**src/rtl/cacheline_adaptor.sv**
```systemverilog
// cacheline_adaptor: turns one 256-bit cache-line fill or writeback into a
// burst of 64-bit beats on the physical-memory port. Only one line
// transaction is in flight at a time.
//
// Optional build macro: CACHELINE_ADAPTOR_TIMEOUT_EN
//   defined   -> a per-beat idle watchdog sets a sticky timeout_err after
//                TIMEOUT cycles without pmem_resp while a burst is active.
//   undefined -> no watchdog logic; timeout_err is tied low.

module cacheline_adaptor #(
    parameter int unsigned LINE_W  = 256,
    parameter int unsigned BURST_W = 64,
    parameter int unsigned TIMEOUT = 1024
) (
    input  logic               clk,
    input  logic               rst,
    input  logic               line_read,
    input  logic               line_write,
    input  logic [31:0]        line_addr,
    input  logic [LINE_W-1:0]  line_wdata,
    output logic [LINE_W-1:0]  line_rdata,
    output logic               line_resp,
    output logic               pmem_read,
    output logic               pmem_write,
    output logic [31:0]        pmem_address,
    output logic [BURST_W-1:0] pmem_wdata,
    input  logic [BURST_W-1:0] pmem_rdata,
    input  logic               pmem_resp,
    output logic               timeout_err
);

    localparam int unsigned BEATS  = LINE_W / BURST_W;
    localparam int unsigned CNT_W  = (BEATS > 1) ? $clog2(BEATS) : 1;
    localparam int unsigned OFF_W  = 5;

    typedef enum logic [1:0] {
        IDLE  = 2'd0,
        READ  = 2'd1,
        WRITE = 2'd2,
        DONE  = 2'd3
    } state_t;

    state_t              state_q, state_d;
    logic [CNT_W-1:0]    cnt_q, cnt_d;
    logic [CNT_W-1:0]    cnt_nxt;
    logic                last_beat;
    logic [31:0]         addr_q, addr_d;
    logic [LINE_W-1:0]   wbuf_q, wbuf_d;
    logic [LINE_W-1:0]   rbuf_q, rbuf_d;
    logic                rd_q, rd_d;
    logic                wr_q, wr_d;
    logic [BURST_W-1:0]  wdata_q, wdata_d;
    logic                resp_q, resp_d;

    // Byte offset within the line is never used; the burst is line-aligned.
    logic unused_addr_bits;
    assign unused_addr_bits = ^line_addr[OFF_W-1:0];

    assign cnt_nxt   = cnt_q + CNT_W'(1);
    assign last_beat = (cnt_q == CNT_W'(BEATS - 1));

    // Next-state and next-output decode.
    always_comb begin
        state_d = state_q;
        cnt_d   = cnt_q;
        addr_d  = addr_q;
        wbuf_d  = wbuf_q;
        rbuf_d  = rbuf_q;
        rd_d    = 1'b0;
        wr_d    = 1'b0;
        wdata_d = wdata_q;
        resp_d  = 1'b0;

        unique case (state_q)
            IDLE: begin
                // Read has priority when both requests are raised together.
                if (line_read) begin
                    addr_d  = {line_addr[31:OFF_W], OFF_W'(0)};
                    cnt_d   = '0;
                    rd_d    = 1'b1;
                    state_d = READ;
                end else if (line_write) begin
                    addr_d  = {line_addr[31:OFF_W], OFF_W'(0)};
                    wbuf_d  = line_wdata;
                    cnt_d   = '0;
                    wr_d    = 1'b1;
                    wdata_d = line_wdata[BURST_W-1:0];
                    state_d = WRITE;
                end
            end

            READ: begin
                rd_d = 1'b1;
                if (pmem_resp) begin
                    rbuf_d[int'(cnt_q)*BURST_W +: BURST_W] = pmem_rdata;
                    if (last_beat) begin
                        rd_d    = 1'b0;
                        resp_d  = 1'b1;
                        state_d = DONE;
                    end else begin
                        cnt_d = cnt_nxt;
                    end
                end
            end

            WRITE: begin
                wr_d = 1'b1;
                if (pmem_resp) begin
                    if (last_beat) begin
                        wr_d    = 1'b0;
                        wdata_d = '0;
                        resp_d  = 1'b1;
                        state_d = DONE;
                    end else begin
                        cnt_d   = cnt_nxt;
                        wdata_d = wbuf_q[int'(cnt_nxt)*BURST_W +: BURST_W];
                    end
                end
            end

            DONE: begin
                state_d = IDLE;
            end

            default: begin
                state_d = IDLE;
            end
        endcase
    end

    // State, buffers and registered outputs; reset drops every output at once.
    always_ff @(posedge clk or posedge rst) begin
        if (rst) begin
            state_q <= IDLE;
            cnt_q   <= '0;
            addr_q  <= '0;
            wbuf_q  <= '0;
            rbuf_q  <= '0;
            rd_q    <= 1'b0;
            wr_q    <= 1'b0;
            wdata_q <= '0;
            resp_q  <= 1'b0;
        end else begin
            state_q <= state_d;
            cnt_q   <= cnt_d;
            addr_q  <= addr_d;
            wbuf_q  <= wbuf_d;
            rbuf_q  <= rbuf_d;
            rd_q    <= rd_d;
            wr_q    <= wr_d;
            wdata_q <= wdata_d;
            resp_q  <= resp_d;
        end
    end

    assign line_rdata   = rbuf_q;
    assign line_resp    = resp_q;
    assign pmem_read    = rd_q;
    assign pmem_write   = wr_q;
    assign pmem_address = addr_q;
    assign pmem_wdata   = wdata_q;

`ifdef CACHELINE_ADAPTOR_TIMEOUT_EN
    localparam int unsigned IDLE_W = $clog2(TIMEOUT + 1);

    logic [IDLE_W-1:0] idle_q;
    logic              err_q;
    logic              busy;

    assign busy = (state_q == READ) || (state_q == WRITE);

    // Per-beat idle watchdog; saturates at TIMEOUT, error is sticky until reset.
    always_ff @(posedge clk or posedge rst) begin
        if (rst) begin
            idle_q <= '0;
            err_q  <= 1'b0;
        end else if (busy && !pmem_resp) begin
            if (idle_q != IDLE_W'(TIMEOUT)) begin
                idle_q <= idle_q + IDLE_W'(1);
            end
            if (idle_q == IDLE_W'(TIMEOUT - 1)) begin
                err_q <= 1'b1;
            end
        end else begin
            idle_q <= '0;
        end
    end

    assign timeout_err = err_q;
`else
    // No watchdog in this build; the limit only matters when it is enabled.
    assign timeout_err = 1'b0 & (TIMEOUT != 0);
`endif

endmodule

```
**config.mk**
```make
export PLATFORM = sky130hd
export DESIGN_NAME = cacheline_adaptor
export DESIGN_NICKNAME = d
export VERILOG_FILES = /design/src/rtl/cacheline_adaptor.sv
export SDC_FILE = /design/constraint.sdc
export NUM_CORES = 1
export LEC_CHECK = 0
export ABC_AREA = 1
export CAP_MARGIN = 20
export CORE_AREA = 2 2 273 275
export DETAILED_ROUTE_END_ITERATION = 10
export DIE_AREA = 0 0 275 277
export PLACE_DENSITY = 0.69
export SYNTH_ARGS = -nofsm -noshare
export SYNTH_HDL_FRONTEND = slang
export SYNTH_SLANG_ARGS = --single-unit
```
**constraint.sdc**
```tcl
create_clock -name clk -period 28.7 [get_ports clk]
set_input_delay 5.74 -clock clk [delete_from_list [all_inputs] [get_ports clk]]
set_output_delay 5.74 -clock clk [all_outputs]
set_load 0.02 [all_outputs]
```
==> results of run 1 <==
final cells by class:
type	count	area share [%]
clock inverter	20	0.7791
timing repair buffer	728	19.87
inverter	344	3.587
clock buffer	102	5.602
tap	969	3.326
sequential	610	41.88
antenna	13	0.08924
multi-input combinational	2013	24.86
cell usage after synthesis:
master    number  share of area (%)
mux2_2        27                1.1
nand2_2        3              0.071
nand3_2        1              0.038
a21oi_1      258                4.9
buf_2        110                2.1
conb_1         1              0.014
inv_1        336                4.7
ha_1          11               0.52
buf_4         16               0.45
buf_6          4               0.17
o21ai_0      384                7.2
o21ai_1       68                1.3
o31ai_1        6               0.17
nand2_1      718                 10
nor2_4         1              0.042
nand4_1        2              0.047
clkbuf_1      73                1.0
clkinv_4       1              0.033
clkbuf_2       6               0.11
nand4_4        2               0.16
nor2_1       393                5.6
clkinv_1       1              0.014
inv_4          1              0.024
nor2_2         1              0.024
nand4_2        1              0.047
buf_1          2              0.028
inv_2          5              0.071
nor3_2         1              0.038
nand3_1      130                2.4
dfrtp_1      610                 57
per-layer routing:
metal  wire length [µm]  global-route usage, %  up-vias  part of all wire [%]
met5                164                      0        -                  0.18
met4               4116                  11.68       24                   4.4
met3               8103                  6.954      209                   8.7
met2              43760                  38.27      892                    47
met1              36800                  29.28    11328                    40
li1                   -                      -    11191                     -
worst min-delay path, stage by stage, from the launching register on:
cell	delay, ns
dfrtp_1	0.34
nand2_1	0.05
o31ai_1	0.05
state kept, by name, indices dropped and copies added, names as in the netlist:
signal and cells:
cnt_q 2, line_rdata 256, line_resp 1, pmem_address 27
pmem_read 1, pmem_wdata 64, pmem_write 1, state_q 2
wbuf_q 256
how the worst min path moves through the flow:
stage / endpoint / cells after the start
after floorplan: wbuf_q[0] / 2
after detailed placement: line_rdata[159] / 2
after global routing: wbuf_q[4] / 2
final: line_rdata[4] / 2
after global placement: line_rdata[4] / 2
after CTS: line_rdata[159] / 2
power by group:
part	leakage [nW]	internal [mW]	switching, mW
Combinational	8.20	0.551	0.959
Sequential	7.53	1.15	0.123
Clock	1.13	0.533	0.374
metrics by stage:
stage | util, % | hold slack [ns]
after global routing | 49.54 | 0.4985
after CTS | 49.51 | 0.4824
final | 49.55 | 0.4805
after detailed placement | 46.34 | 0.4678
after global placement | 46.34 | 0.4637
after floorplan | - | 0.4530
cells by family after synthesis:
group,after synthesis,share of synthesized area (%)
other,1,0.01411
multiplexers,27,1.144
flip-flops,610,57.43
buffers and inverters,555,8.751
AND/OR/NAND/NOR,1253,18.60
AO/OA/AOI/OAI,716,13.54
adder cells (fa/ha/maj),11,0.5178
==> results by group, run 1 <==
Outcome
  – Run status: finished, final reports clean

Timing
  – Final setup slack of the worst path: 19.56 ns
  – Number of hold violations in the final report: 0
  – Max-slew headroom at the worst pin: 27.03%
  – Pin slew with the least headroom to its limit: around 1.1 ns
  – Setup repair after global routing missed its margin: no
  – Setup Total Neg Slack: 0 ns
  – Final setup skew: between 0.015 and 0.02 ns
  – Highest clock rate: about 110 MHz
  – Count of pins over their slew limit: 0
  – Period utilization: around a third
  – Final number of setup-violating endpoints: 0
  – Min cycle time layout: ~9.1 ns

Worst setup path
  – CP top delay family: buffers and inverters
  – Number of cells on the worst reg-to-reg path: 7
  – Reg2Reg Launch Point: state_q[0]
  – Cell-by-cell listing of the critical path: clkdlybuf4s50_1 > nand3_4 > buf_12 > buf_4 > buf_4 > o21ai_0
  – Combined buffer and inverter count along the critical path: 4
  – Reg-to-reg endpoint: wbuf_q[41]
  – Critical Path End Type: flop
  – Highest cell delay on the worst timing path: 0.90 ns
  – Worst setup path end: wbuf_q[41]
  – Critical path's most frequent cell: buf_4
  – CP required: approximately 29 ns
  – Cell type of the slowest stage on the worst timing path: buf_4
  – Crit path max fanout: 226
  – Stages on worst setup path: 6
  – Startpoint type of the worst setup path: input port
  – Arrival time reported for the critical path endpoint: ~9.6 ns
  – Beginning of the critical path: line_write
  – Setup slack on the worst flop-to-flop path: between 20 and 25 ns
  – Kind of critical path: in2reg

Cells and area
  – Fraction of layout cells with a size suffix above 1: under 10%
  – Final Non-Filler Cells: around 4800
  – Fill cell count: 7037
  – Cell area after layout: ~36000 µm²
  – Nets: 4134
  – Commonest non-fill, non-tap cells in the layout: nand2_1, clkdlybuf4s50_1, dfrtp_1
  – Combined flip-flop and latch cell area: about 15000 µm²
  – Area used by multi-input combinational logic: between 9000 and 10000 µm²
  – Most common cell after layout, fill and taps aside: nand2_1
  – Area Overhead vs Synth: 37.15%

Pwr
  – Pwr per Cell Area: between 100 and 150 nW/µm²
  – Static Leak: between 15 and 20 nW
  – Overall power after layout: between 3 and 4 mW
  – Worst voltage drop across the vdd grid: between 0.06 and 0.07 mV

Logic synthesis
  – Sequential share of the synthesized area: roughly 57%
  – FF+latch count, synth: a little over 600
  – Synthesized area divided by synthesized cell count: around 8.4 µm²
  – Synthesis Warnings: 0
  – Number of unique standard cell types used by synthesis: 30
  – Post-synthesis instance total: 3173
  – Netlist area before placement: roughly 27000 µm²

Clock tree
  – Count of buffers added by post-CTS timing repair for setup: 0
  – Library cell used as clock root buffer: clkbuf_16
  – TritonCTS clock tree: done
  – Post-CTS Hold Buffers: 0
  – Number of H-tree branching levels: 3
  – Insertion delay to the later sink of the worst-skew pair: ~0.61 ns
  – Number of clock buffers inserted by TritonCTS: between 60 and 70
  – Clk pin slew, worst setup/hold paths: 0.06 ns
  – Resized Gates After CTS: 0
  – Maximum number of buffers from clock root to sink: 3
  – CTS Sinks: a little over 600

Global routing
  – Global-route total usage across every layer: between 20% and 30%
  – Pin count of the biggest net entering global routing: between 200 and 250
  – Overflow after GRT: 0
  – Number of global-route vias before repair: 23065
  – Wire length of the first global-routing pass: 140400 µm
  – Initial antenna violation count: 24

Die
  – Die Y: 277 µm
  – Die Area: 76180 µm²
  – Number of ports placed on the die boundary: about 700
  – Die outline width: 275 µm
  – Count of standard-cell rows: 100
  – Total core area: 73570 µm²
  – Starting Density: a little over a third

Route
  – Total number of vias: approximately 24000
  – Post-detailed-routing wire length: a little over 90000 µm
  – Mean number of vias per cell: 4.927
  – Detailed Route Iter0 Violations: 1786
  – Detailed-routing iteration count for the pre-antenna-repair pass: 5
  – Routed wirelength normalized by instance count: ~19 µm
  – Antenna Nets Post-Route: 0
  – Number of design rule violations left after detail routing: 0

Place
  – Routability Congestion: slightly below 0.9
  – Placed cell areas: about 34000 µm²
  – Cell total after placement: approximately 4700
  – Worst setup slack after placement: 18.75 ns
  – Count of buffers from port buffering: 701
  – Placed wire-length estimate after detailed placement: just over 60000 µm

Min path
  – Startpoint of the tightest hold check path: line_rdata[4]
  – Worst Hold Class: reg2reg

Run
  – MaxCap Viol Count: 0
Power figures use the tool's default switching activity.
==> run 2, diff against run 1 <==
CORE_AREA = 2 2 280 282   (was 2 2 273 275)
DIE_AREA = 0 0 282 284   (was 0 0 275 277)
clock period = 7.9 ns   (was 28.7 ns; I/O delays follow)
==> results by group, run 2 (same netlist as run 1, synthesis figures left out) <==
Outcome
  – Run status: finished, final reports clean (unchanged)

Clock tree
  – Number of clock buffers inserted by TritonCTS: 68 (was 69)
  – CTS Sinks: 610 (unchanged)
  – Insertion delay to the later sink of the worst-skew pair: 0.61 ns (about the same)
  – Library cell used as clock root buffer: clkbuf_16 (unchanged)
  – Maximum number of buffers from clock root to sink: 3 (unchanged)
  – Count of buffers added by post-CTS timing repair for setup: 0 (unchanged)
  – TritonCTS clock tree: done (unchanged)
  – Number of H-tree branching levels: 3 (unchanged)
  – Clk pin slew, worst setup/hold paths: 0.06 ns (about the same)
  – Resized Gates After CTS: 0 (unchanged)
  – Post-CTS Hold Buffers: 0 (unchanged)

Timing
  – Setup repair after global routing missed its margin: no (unchanged)
  – Final setup skew: 0.02025 ns (was 0.01628 ns)
  – Final setup slack of the worst path: 3.468 ns (was 19.56 ns)
  – Count of pins over their slew limit: 0 (unchanged)
  – Setup Total Neg Slack: 0 ns (unchanged)
  – Min cycle time layout: 4.432 ns
  – Number of hold violations in the final report: 0 (unchanged)
  – Pin slew with the least headroom to its limit: 1.112 ns (was 1.095 ns)
  – Final number of setup-violating endpoints: 0 (unchanged)
  – Max-slew headroom at the worst pin: 25.89% (was 27.03%)
  – Period utilization: a little under three fifths
  – Final worst hold slack: 0.4784 ns (was 0.4805 ns)
  – Highest clock rate: 225.6 MHz

Min path
  – Destination of the worst hold path: line_rdata[50] (was line_rdata[4])
  – Worst Hold Class: reg2reg (unchanged)
  – Startpoint of the tightest hold check path: line_rdata[50] (was line_rdata[4])
  – Worst hold path stage count: 2 (unchanged)

Place
  – Placed wire-length estimate after detailed placement: 60270 µm (was 60570 µm)
  – Worst setup slack after placement: 2.868 ns (was 18.75 ns)
  – Routability Congestion: 0.8576 (was 0.8845)
  – Count of buffers from port buffering: 701 (unchanged)

Worst setup path
  – Setup slack on the worst flop-to-flop path: 4.02 ns (was 24.42 ns)
  – Startpoint type of the worst setup path: input port (unchanged)
  – Reg-to-reg endpoint: pmem_wdata[55] (was wbuf_q[41])
  – Number of cells on the worst reg-to-reg path: 8 (was 7)
  – CP required: 8.37 ns (was 29.13 ns)
  – Arrival time reported for the critical path endpoint: 4.90 ns (was 9.58 ns)
  – Critical Path End Type: flop (unchanged)
  – Reg2Reg Launch Point: cnt_q[0] (was state_q[0])
  – Kind of critical path: in2reg (unchanged)
  – Crit path max fanout: 64 (was 226)

Route
  – Post-detailed-routing wire length: 91710 µm (was 92950 µm)
  – Number of design rule violations left after detail routing: 0 (unchanged)
  – Detailed-routing iteration count for the pre-antenna-repair pass: 5 (unchanged)
  – Total number of vias: 23654 (was 23644)
  – Antenna Nets Post-Route: 0 (unchanged)
  – Mean number of vias per cell: 4.854 (was 4.927)
  – Detailed Route Iter0 Violations: 1718 (was 1786)
  – Routed wirelength normalized by instance count: 18.82 µm (was 19.37 µm)

Global routing
  – Wire length of the first global-routing pass: 139000 µm (was 140400 µm)
  – Number of global-route vias before repair: 23286 (was 23065)
  – Initial antenna violation count: 24 (unchanged)
  – Pin count of the biggest net entering global routing: 175 (was 227)
  – Global-route total usage across every layer: 22.42% (was 23.85%)
  – Overflow after GRT: 0 (unchanged)

Cells and area
  – Fill cell count: 7352 (was 7037)
  – Area Overhead vs Synth: 37.46% (was 37.15%)
  – Nets: 4135 (was 4134)
  – Most common cell after layout, fill and taps aside: nand2_1 (unchanged)
  – Fraction of layout cells with a size suffix above 1: 4.873% (was 4.821%)
  – Commonest non-fill, non-tap cells in the layout: nand2_1, clkdlybuf4s50_1, dfrtp_1 (unchanged)

Pwr
  – Worst voltage drop across the vdd grid: 0.2861 mV (was 0.06076 mV)
  – Pwr per Cell Area: 363.0 nW/µm² (was 101.2 nW/µm²)
  – Static Leak: 16.86 nW (about the same)

Run
  – MaxCap Viol Count: 0 (unchanged)

Die
  – Starting Density: 34.54% (was 36.13%)
  – Count of standard-cell rows: 102 (was 100)
  – Die Area: 80090 µm² (was 76180 µm²)
  – Total core area: 76960 µm² (was 73570 µm²)
  – Die outline width: 282 µm (was 275 µm)
  – Die Y: 284 µm (was 277 µm)
  – Number of ports placed on the die boundary: 713 (unchanged)
==> run 2: changes by cell type in the layout (fill, tap and decap cells not counted), sizes merged <==
cell,before,now
inv,345,346
clkinvlp,4,2
clkbuf,102,100
bufinv,4,1
buf,27,29
clkinv,11,15
diode,13,16
==> run 2: worst max-delay path by stage <==
stage                          from               to  slack, ns  depth (start not counted)
after floorplan                 rst         cnt_q[0]      -2.00                          1
after global placement    pmem_resp  line_rdata[169]       2.87                          8
after detailed placement  pmem_resp  line_rdata[169]       2.87                          8
after CTS                 pmem_resp  line_rdata[169]       3.50                          8
after global routing      pmem_resp  line_rdata[165]       3.30                          8
final                     pmem_resp  line_rdata[169]       3.47                          8
==> run 2: final cells by class <==
| cell class | count | area (µm²) | share of cell area, % |
|---|---|---|---|
| timing repair buffer | 730 | 7310 | 20.01 |
| multi-input combinational | 2013 | 9047 | 24.76 |
| clock buffer | 100 | 2012 | 5.507 |
| clock inverter | 20 | 255.2 | 0.6986 |
| tap | 1040 | 1301 | 3.562 |
| inverter | 344 | 1303 | 3.565 |
| sequential | 610 | 15270 | 41.79 |
| antenna | 16 | 40.04 | 0.1096 |
==> run 2: worst max-delay path: stages <==
cell and delay [ns]:
clkdlybuf4s50_1 0.53, nand2_4 0.37, clkinv_4 0.55, nand2_2 0.88
buf_4 0.57, inv_1 0.12, nand2_1 0.09, o21ai_1 0.05
==> run 2: metrics by stage <==
step | cells | total power [mW] | utilization, % | cell area [µm²]
2_1_floorplan | 3178 | 8.035 | - | 26600
3_3_place_gp | 4736 | 10.01 | 44.45 | 34210
3_5_place_dp | 4737 | 10.14 | 44.48 | 34230
4_1_cts | 4857 | 13.39 | 47.42 | 36500
5_1_grt | 4873 | 14.15 | 47.48 | 36540
6_report | 4873 | 13.26 | 47.48 | 36540
==> run 2: metal layers <==
| metal | vias to the layer above | global-route usage [%] | share of wire [%] |
|---|---|---|---|
| met5 | - | 0 | 0.095 |
| met4 | 14 | 11.06 | 4.4 |
| met3 | 209 | 5.788 | 7.9 |
| met2 | 849 | 36.64 | 48 |
| met1 | 11375 | 27.37 | 40 |
| li1 | 11207 | - | - |
==> run 2: where the power goes <==
group | total (mW) | leakage (nW) | switching, mW | internal (mW)
Sequential | 4.67 | 7.53 | 0.502 | 4.17
Combinational | 5.41 | 8.22 | 3.41 | 2.00
Clock | 3.19 | 1.11 | 1.36 | 1.83
==> run 3, diff against run 2 <==
CORE_AREA = 2 2 273 275   (was 2 2 280 282)
DIE_AREA = 0 0 275 277   (was 0 0 282 284)
clock period = 4.2 ns   (was 7.9 ns; I/O delays follow)
==> results by group, run 3 (same netlist as run 1, synthesis figures left out) <==
Outcome
  – Run status: finished, final reports clean (unchanged)

Die
  – Number of ports placed on the die boundary: 713 (unchanged)
  – Die Y: 277 µm (was 284 µm)
  – Die outline width: 275 µm (was 282 µm)
  – Starting Density: 36.13% (was 34.54%)
  – Die Area: 76180 µm² (was 80090 µm²)
  – Total core area: 73570 µm² (was 76960 µm²)
  – Count of standard-cell rows: 100 (was 102)

Route
  – Detailed Route Iter0 Violations: 2018 (was 1718)
  – Routed wirelength normalized by instance count: 19.25 µm (was 18.82 µm)
  – Detailed-routing iteration count for the pre-antenna-repair pass: 6 (was 5)
  – Post-detailed-routing wire length: 92860 µm (was 91710 µm)
  – Number of design rule violations left after detail routing: 0 (unchanged)
  – Mean number of vias per cell: 4.987 (was 4.854)
  – Total number of vias: 24054 (was 23654)
  – Antenna Nets Post-Route: 0 (unchanged)

Worst setup path
  – Beginning of the critical path: cnt_q[1] (was pmem_resp)
  – Kind of critical path: reg2reg (was in2reg)
  – Arrival time reported for the critical path endpoint: 3.50 ns (was 4.90 ns)
  – Startpoint type of the worst setup path: flop (was input port)
  – Crit path max fanout: 30 (was 64)
  – Reg2Reg Launch Point: cnt_q[1] (was cnt_q[0])
  – Critical Path End Type: flop (unchanged)
  – CP required: 4.71 ns (was 8.37 ns)

Pwr
  – Static Leak: 17.00 nW (was 16.86 nW)
  – Worst voltage drop across the vdd grid: 0.4663 mV (was 0.2861 mV)
  – Pwr per Cell Area: 689.9 nW/µm² (was 363.0 nW/µm²)
  – Switching share of power: 39.40% (was 39.71%)
  – Part of the total power dissipated in combinational logic: 41.1% (was 40.8%)
  – Fraction of power consumed by the clock network: 24.5% (was 24.0%)
  – Net switching power of the design: 9.975 mW (was 5.267 mW)
  – Flop pwr share: 34.4% (was 35.2%)
  – Design internal power: 15.34 mW (was 7.998 mW)

Clock tree
  – Number of H-tree branching levels: 3 (unchanged)
  – Number of clock buffers inserted by TritonCTS: 70 (was 68)
  – Post-CTS Hold Buffers: 0 (unchanged)
  – CTS Sinks: 610 (unchanged)
  – Clk pin slew, worst setup/hold paths: 0.06 ns (about the same)
  – Maximum number of buffers from clock root to sink: 3 (unchanged)
  – Library cell used as clock root buffer: clkbuf_16 (unchanged)
  – Count of buffers added by post-CTS timing repair for setup: 0 (unchanged)
  – Resized Gates After CTS: 0 (unchanged)
  – Insertion delay to the later sink of the worst-skew pair: 0.62 ns (was 0.61 ns)
  – TritonCTS clock tree: done (unchanged)

Timing
  – Highest clock rate: ~330 MHz
  – Period utilization: between 70% and 80%
  – Final number of setup-violating endpoints: 0 (unchanged)
  – Number of hold violations in the final report: 0 (unchanged)
  – Pin slew with the least headroom to its limit: 1.106 ns (was 1.112 ns)
  – Final setup slack of the worst path: 1.205 ns (was 3.468 ns)
  – Max-slew headroom at the worst pin: 26.25% (was 25.89%)
  – Min cycle time layout: roughly 3 ns
  – Setup Total Neg Slack: 0 ns (unchanged)
  – Setup repair after global routing missed its margin: no (unchanged)
  – Final setup skew: 0.03717 ns (was 0.02025 ns)
  – Count of pins over their slew limit: 0 (unchanged)

Cells and area
  – Fraction of layout cells with a size suffix above 1: 5.363% (was 4.873%)
  – Area Overhead vs Synth: 38.07% (was 37.46%)
  – Fill cell count: 7011 (was 7352)
  – Combined flip-flop and latch cell area: 15270 µm² (unchanged)
  – Area used by multi-input combinational logic: 9066 µm² (was 9047 µm²)
  – Nets: 4157 (was 4135)
  – Commonest non-fill, non-tap cells in the layout: nand2_1, clkdlybuf4s50_1, dfrtp_1 (unchanged)
  – Final Non-Filler Cells: 4823 (was 4873)
  – Most common cell after layout, fill and taps aside: nand2_1 (unchanged)

Global routing
  – Overflow after GRT: 0 (unchanged)
  – Pin count of the biggest net entering global routing: 245 (was 175)
  – Initial antenna violation count: 18 (was 24)
  – Global-route total usage across every layer: 23.76% (was 22.42%)
  – Number of global-route vias before repair: 23187 (was 23286)
  – Wire length of the first global-routing pass: 139900 µm (was 139000 µm)

Min path
  – Startpoint of the tightest hold check path: line_rdata[31] (was line_rdata[50])
  – Worst Hold Class: reg2reg (unchanged)

Run
  – MaxCap Viol Count: 0 (unchanged)

Place
  – Placed wire-length estimate after detailed placement: 61940 µm (was 60270 µm)
  – Count of buffers from port buffering: 701 (unchanged)
  – Routability Congestion: 0.9219 (was 0.8576)
  – Worst setup slack after placement: 0.5827 ns (was 2.868 ns)
  – Cell total after placement: 4684 (was 4737)
-- run 3: power groups by stage --
stage | Sequential, mW | Clock, mW | Combinational [mW]
floorplan | 9.59 | 0 | 5.53
detailed placement | 8.78 | 0 | 10.4
CTS | 8.70 | 6.34 | 10.5
global placement | 8.72 | 0 | 10.3
finish | 8.71 | 6.21 | 10.4
global route | 8.90 | 6.58 | 11.5
-- run 3: through the flow --
stage	area [µm²]	utilization, %	hold slack (ns)	total power, mW
after floorplan	26600	-	0.4530	15.11
after global placement	34290	46.61	0.4651	19.00
after detailed placement	34290	46.61	0.4687	19.19
after CTS	36620	49.77	0.4841	25.51
after global routing	36700	49.88	0.4987	26.98
final	36700	49.88	0.4794	25.32
-- run 3: worst paths after layout --
check	depth (start not counted)	slack (ns)	to
hold / removal	2	0.48	line_rdata[31]
setup / recovery	7	1.20	line_rdata[173]
max in group asynchronous	4	2.40	line_rdata[189]
hold reg to reg	2	0.48	line_rdata[31]
min in group asynchronous	2	0.63	wbuf_q[243]
setup reg to reg	7	1.20	line_rdata[173]
-- run 3: critical path: stages, from the launching register on --
cell	delay (ns)
dfrtp_1	0.44
inv_1	0.13
ha_4	0.62
inv_2	0.17
nor3_2	0.21
nand3_2	0.61
buf_4	0.51
o21ai_0	0.19
-- run 3: metal layers --
layer	part of all wire (%)	vias to the layer above	GRT usage, %
met5	0.085	-	0
li1	-	11264	-
met4	4.1	12	10.52
met3	8.0	197	5.393
met1	40	11570	30.49
met2	47	1011	38.24
-- run 3: final cells by class --
cell class                 count  share of cell area [%]
antenna                       13                 0.08864
clock buffer                 102                   5.482
clock inverter                22                  0.8523
multi-input combinational   2013                   24.70
inverter                     344                   3.549
sequential                   610                   41.60
timing repair buffer         750                   20.42
tap                          969                   3.304
